<file path="src/rtl/add_a_b_cin_pipe.sv">
// add_a_b_cin_pipe: pipelined adder out = a + b + cin.
// The add is split into SEGS equal segments, and each segment is one pipeline
// stage. A 2-bit carry is registered between stages. The operand bits that are
// not yet added travel with the partial sum. The whole pipeline advances
// together, and it stalls when the consumer applies backpressure.
module add_a_b_cin_pipe #(
  parameter int SIZE  = 32,
  parameter int SEGS  = 4,
  parameter int CIN_W = 2
) (
  input  logic              clk,
  input  logic              aclr,
  input  logic              in_valid,
  output logic              in_ready,
  input  logic [SIZE-1:0]   a,
  input  logic [SIZE-1:0]   b,
  input  logic [CIN_W-1:0]  cin,
  output logic              out_valid,
  input  logic              out_ready,
  output logic [SIZE+1:0]   out
);

  localparam int SW = SIZE / SEGS;

  logic adv;

  genvar k;
  for (k = 0; k < SEGS; k++) begin : g_stage
    logic [SW-1:0]         a_seg;
    logic [SW-1:0]         b_seg;
    logic [SW+1:0]         addend;
    logic [SW+1:0]         seg_s;
    logic [(k+1)*SW-1:0]   sum_d;
    logic [(k+1)*SW-1:0]   sum_p;
    logic [1:0]            cy_p;
    logic                  vld_d;
    logic                  vld_p;

    // ---- stage k input: port inputs for k=0, previous stage register otherwise
    if (k == 0) begin : g_src
      assign a_seg  = a[SW-1:0];
      assign b_seg  = b[SW-1:0];
      assign addend = {{(SW+2-CIN_W){1'b0}}, cin};
      assign vld_d  = in_valid;
      assign sum_d  = seg_s[SW-1:0];
    end else begin : g_src
      assign a_seg  = g_stage[k-1].g_ops.a_p[SW-1:0];
      assign b_seg  = g_stage[k-1].g_ops.b_p[SW-1:0];
      assign addend = {{SW{1'b0}}, g_stage[k-1].cy_p};
      assign vld_d  = g_stage[k-1].vld_p;
      assign sum_d  = {seg_s[SW-1:0], g_stage[k-1].sum_p};
    end

    // The carry-in is at most 2^SW-1, so the segment sum fits in SW+2 bits
    // and the carry-out is at most 2.
    assign seg_s = {2'b00, a_seg} + {2'b00, b_seg} + addend;

    // Stage k result register: valid, carry and finished sum segments.
    always_ff @(posedge clk or posedge aclr) begin
      if (aclr) begin
        vld_p <= 1'b0;
        cy_p  <= '0;
        sum_p <= '0;
      end else if (adv) begin
        vld_p <= vld_d;
        cy_p  <= seg_s[SW+1:SW];
        sum_p <= sum_d;
      end
    end

    // ---- stage k operand carry: only the high segments not yet added move on
    if (k < SEGS-1) begin : g_ops
      localparam int HW = SIZE - (k+1)*SW;
      logic [HW-1:0] a_d;
      logic [HW-1:0] b_d;
      logic [HW-1:0] a_p;
      logic [HW-1:0] b_p;

      if (k == 0) begin : g_opsrc
        assign a_d = a[SIZE-1:SW];
        assign b_d = b[SIZE-1:SW];
      end else begin : g_opsrc
        assign a_d = g_stage[k-1].g_ops.a_p[HW+SW-1:SW];
        assign b_d = g_stage[k-1].g_ops.b_p[HW+SW-1:SW];
      end

      // Pending operand segments. These hold data only, so they are not reset.
      always_ff @(posedge clk) begin
        if (adv) begin
          a_p <= a_d;
          b_p <= b_d;
        end
      end
    end
  end

  // ---- output: last stage register drives the stream output directly
  assign out_valid = g_stage[SEGS-1].vld_p;
  assign out       = {g_stage[SEGS-1].cy_p, g_stage[SEGS-1].sum_p};

  // The pipeline moves when the output slot is empty or is being taken.
  // There is no skid buffer, so in_ready follows out_ready combinationally.
  assign adv      = ~out_valid | out_ready;
  assign in_ready = adv;

endmodule

</file>
<file path="config.mk">
export PLATFORM = sky130hd
export DESIGN_NAME = add_a_b_cin_pipe
export DESIGN_NICKNAME = d
export VERILOG_FILES = /design/src/rtl/add_a_b_cin_pipe.sv
export SDC_FILE = /design/constraint.sdc
export NUM_CORES = 1
export LEC_CHECK = 0
export CAP_MARGIN = 20
export CELL_PAD_IN_SITES_DETAIL_PLACEMENT = 1
export CELL_PAD_IN_SITES_GLOBAL_PLACEMENT = 2
export CORE_MARGIN = 2
export CORE_UTILIZATION = 27
export DETAILED_ROUTE_END_ITERATION = 6
export PLACE_DENSITY_LB_ADDON = 0.1
export SLEW_MARGIN = 20
export SYNTH_ARGS = -nofsm -noshare
export SYNTH_HDL_FRONTEND = slang
export SYNTH_SLANG_ARGS = --single-unit
</file>
<file path="constraint.sdc">
create_clock -name clk -period 13.1 [get_ports clk]
set_input_delay 2.62 -clock clk [delete_from_list [all_inputs] [get_ports clk]]
set_output_delay 2.62 -clock clk [all_outputs]
set_load 0.005 [all_outputs]
</file>
==> impl_metrics.env <==
export IMPL_core_area_sq_um=29720
export IMPL_port_buffers=105
export IMPL_fin_nets=908
export IMPL_dpl_cell_area_sq_um=9647
export IMPL_gp_congestion=0.7158
export IMPL_cp_max_fo=57
export IMPL_crit_buf_inv=3
export IMPL_syn_avg_cell_area_sq_um=12.24
export IMPL_hold_viol=0
export IMPL_path_class="in -> out"
export IMPL_synthesis_nets=803
export IMPL_areaGrowthSynthToFinish_pct=24.68
export IMPL_grt_ovfl_total=0
export IMPL_wl_um=16930
export IMPL_cts_hold_buffers_added=0
export IMPL_grt_setup_unrepaired="no"
export IMPL_ctsRootBufferMaster="clkbuf_16"
export IMPL_slowest_stage="nor2b_4"
export IMPL_worstPathArrival_ps=4880
export IMPL_synth_cell_types=41
export IMPL_power_leakage_uw=0.004328
export IMPL_maxSlewViolCount=0
export IMPL_first_iter_violations=194
export IMPL_antenna_found_initial=1
export IMPL_setup_viol_count_final=0
export IMPL_synth_ff_type="edfxtp_1"
export IMPL_dieArea_sq_um=31730
export IMPL_clkTransAtPathRegs_ps=80
export IMPL_num_vias=5183
export IMPL_tritoncts="built"
export IMPL_synth_largest_area_cell="edfxtp_1"
export IMPL_htree_levels=4
export IMPL_layout_drive_gt1_share_pct=4.956
export IMPL_syn_area_sq_um=8187
export IMPL_cts_sinks=188
export IMPL_relSlewSlack_pct=30.90
export IMPL_drc=0
export IMPL_max_stage_delay_ps=820
export IMPL_grt_pass1_vias=5655
export IMPL_max_clock_path_buffers=2
export IMPL_synthCells=669
export IMPL_synth_most_common_cell="nand2_1"
export IMPL_synthTopCellsByCount="nand2_1 (185), edfxtp_1 (96), dfrtp_1 (92), ha_1 (52), o21ai_0 (29)"
export IMPL_end_kind="output port"
export IMPL_initial_core_util_pct=27.55
export IMPL_drtAntennaViolNets=0
export IMPL_ys_seq_elements=188
export IMPL_finalInstanceArea_sq_um=10210
export IMPL_powerDensity_nw_per_um2=224.8
export IMPL_crit_path_cell_trace="clkdlybuf4s50_1 -> nor2b_4 -> inv_6 -> clkdlybuf4s50_1"
export IMPL_clk_latency_ps=440
export IMPL_fin_tns_setup_ps=0
export IMPL_async_flop_share_pct=48.94
export IMPL_die_w_um=178.1
export IMPL_power_uw=2295
export IMPL_finalCritPeriodShare_pct=57.25
export IMPL_cp_common_cell="clkdlybuf4s50_1"
export IMPL_cp_top_family="buffers and inverters"
export IMPL_yosysSeqAreaShare_pct=63.33
export IMPL_pre_cts_slack_ps=5515
export IMPL_worst_slew_pin_slew_ps=1034
export IMPL_dp_hpwl_um=11330
export IMPL_drt_wirelength_per_cell_um=14.37
export IMPL_postCtsResizedCells=0
export IMPL_num_rows=63
export IMPL_synth_edf_count=96
export IMPL_max_cap_violations=0
export IMPL_yosys_warnings=0
export IMPL_layout_setup_ws_ps=5600
export IMPL_boundaryPins=106
export IMPL_first_pass_iters=4
export IMPL_grt_start_max_net_pins=82
export IMPL_synthTopCellsByArea="edfxtp_1 (35%), dfrtp_1 (28%), nand2_1 (8.5%), ha_1 (7.9%), fa_1 (2.9%)"
export IMPL_finClkSkew_ps=15.59
export IMPL_clock_fmax_ghz=0.1333
export IMPL_grt_use_total_pct=11.57
export IMPL_worstSetupStartpointType="input pin"
export IMPL_min_path_type="reg -> reg"
export IMPL_status="finished, final reports clean"
export IMPL_peakVddDrop_mv=0.09915
export IMPL_synth_top_area_share_pct=35.21
export IMPL_vias_per_cell=4.400
export IMPL_numCtsBuffers=17
export IMPL_cp_required_ps=10480
export IMPL_cts_setup_buffers=0
export IMPL_period_needed_ps=7500
export IMPL_grt_pass1_wl_um=28390
export IMPL_die_y_um=178.1
[flip-flops by register name (all words and copies together), names as in the netlist]
signal and count:
g_stage.vld_p 3, g_stage.sum_p 80, g_stage.cy_p 8, out_valid 1, g_stage.g_ops.b_p 48, g_stage.g_ops.a_p 48
[path summary, 6_finish.rpt]
kind	endpoint	startpoint	slack, ps	depth (start not counted)
worst max-delay path	in_ready	out_ready	5600	4
worst min-delay path	g_stage[2].g_ops.b_p[6]	g_stage[1].g_ops.b_p[14]	420	0
worst max register to register	g_stage[1].cy_p[0]	out_valid	10160	5
worst min register to register	g_stage[2].g_ops.b_p[6]	g_stage[1].g_ops.b_p[14]	420	0
max in group asynchronous	g_stage[3].sum_p[9]	aclr	9330	3
min in group asynchronous	g_stage[3].sum_p[13]	aclr	2520	2
[metal layers]
metal  global-route usage (%)  part of all wire [%]  vias to the layer above
li1                         -                     -                     2546
met1                    14.74                    46                     2531
met2                    18.90                    47                       90
met3                    3.133                   4.4                       16
met4                    4.098                   1.6                        0
met5                        0                     0                        -
[layout by cell type (no fill, tap or decap), drive strengths merged, types with 5 or more instances in the layout]
cell | netlist | layout
clkbuf | 7 | 19
o31ai | 6 | 6
nor4 | 5 | 5
clkdlybuf4s50 | 0 | 105
o21bai | 6 | 6
inv | 25 | 32
ha | 52 | 52
edfxtp | 96 | 96
dfrtp | 92 | 92
o21ai | 29 | 29
nor3 | 12 | 12
nor3b | 18 | 18
a21oi | 12 | 12
a21o | 8 | 8
a211oi | 18 | 18
nand2 | 185 | 185
fa | 12 | 12
mux2i | 8 | 8
o21a | 7 | 7
nor2 | 21 | 21
[cell families (layout without fill, tap and decap cells)]
| family | Yosys count | count (layout) | share of synthesized area, % |
|---|---|---|---|
| xor+xnor | 4 | 4 | 0.4280 |
| mux | 8 | 8 | 0.9782 |
| simple gates | 258 | 258 | 13.76 |
| other cells | 0 | 1 | 0 |
| flops | 188 | 188 | 63.33 |
| fa+ha+maj | 64 | 64 | 10.88 |
| compound gates | 99 | 99 | 8.055 |
| buf+inv | 48 | 166 | 2.568 |
[final cells by class]
type | instances | area (sq um)
inverters | 25 | 101.3
flip-flops and latches | 188 | 5185
diodes | 1 | 2.502
repair buffers | 109 | 1081
clock inverters | 13 | 125.1
fillers | 3217 | 19510
clock buffers | 19 | 432.9
multi-input cells | 433 | 2791
well taps | 390 | 488.0
[power by group]
group,total (uW),switching [uW],internal [uW]
clock network,498,246,252
registers,966,98.8,867
logic,831,445,386
[per-stage QoR]
step	cells	util (%)	hold WS [ps]
6_report	1178	34.35	415.8
5_1_grt	1177	34.34	430.2
4_1_cts	1177	34.34	416.0
3_5_place_dp	1145	32.46	405.6
3_3_place_gp	1145	32.46	401.9
2_1_floorplan	669	-	400.3
No activity file was read; power rests on OpenSTA's default activity.
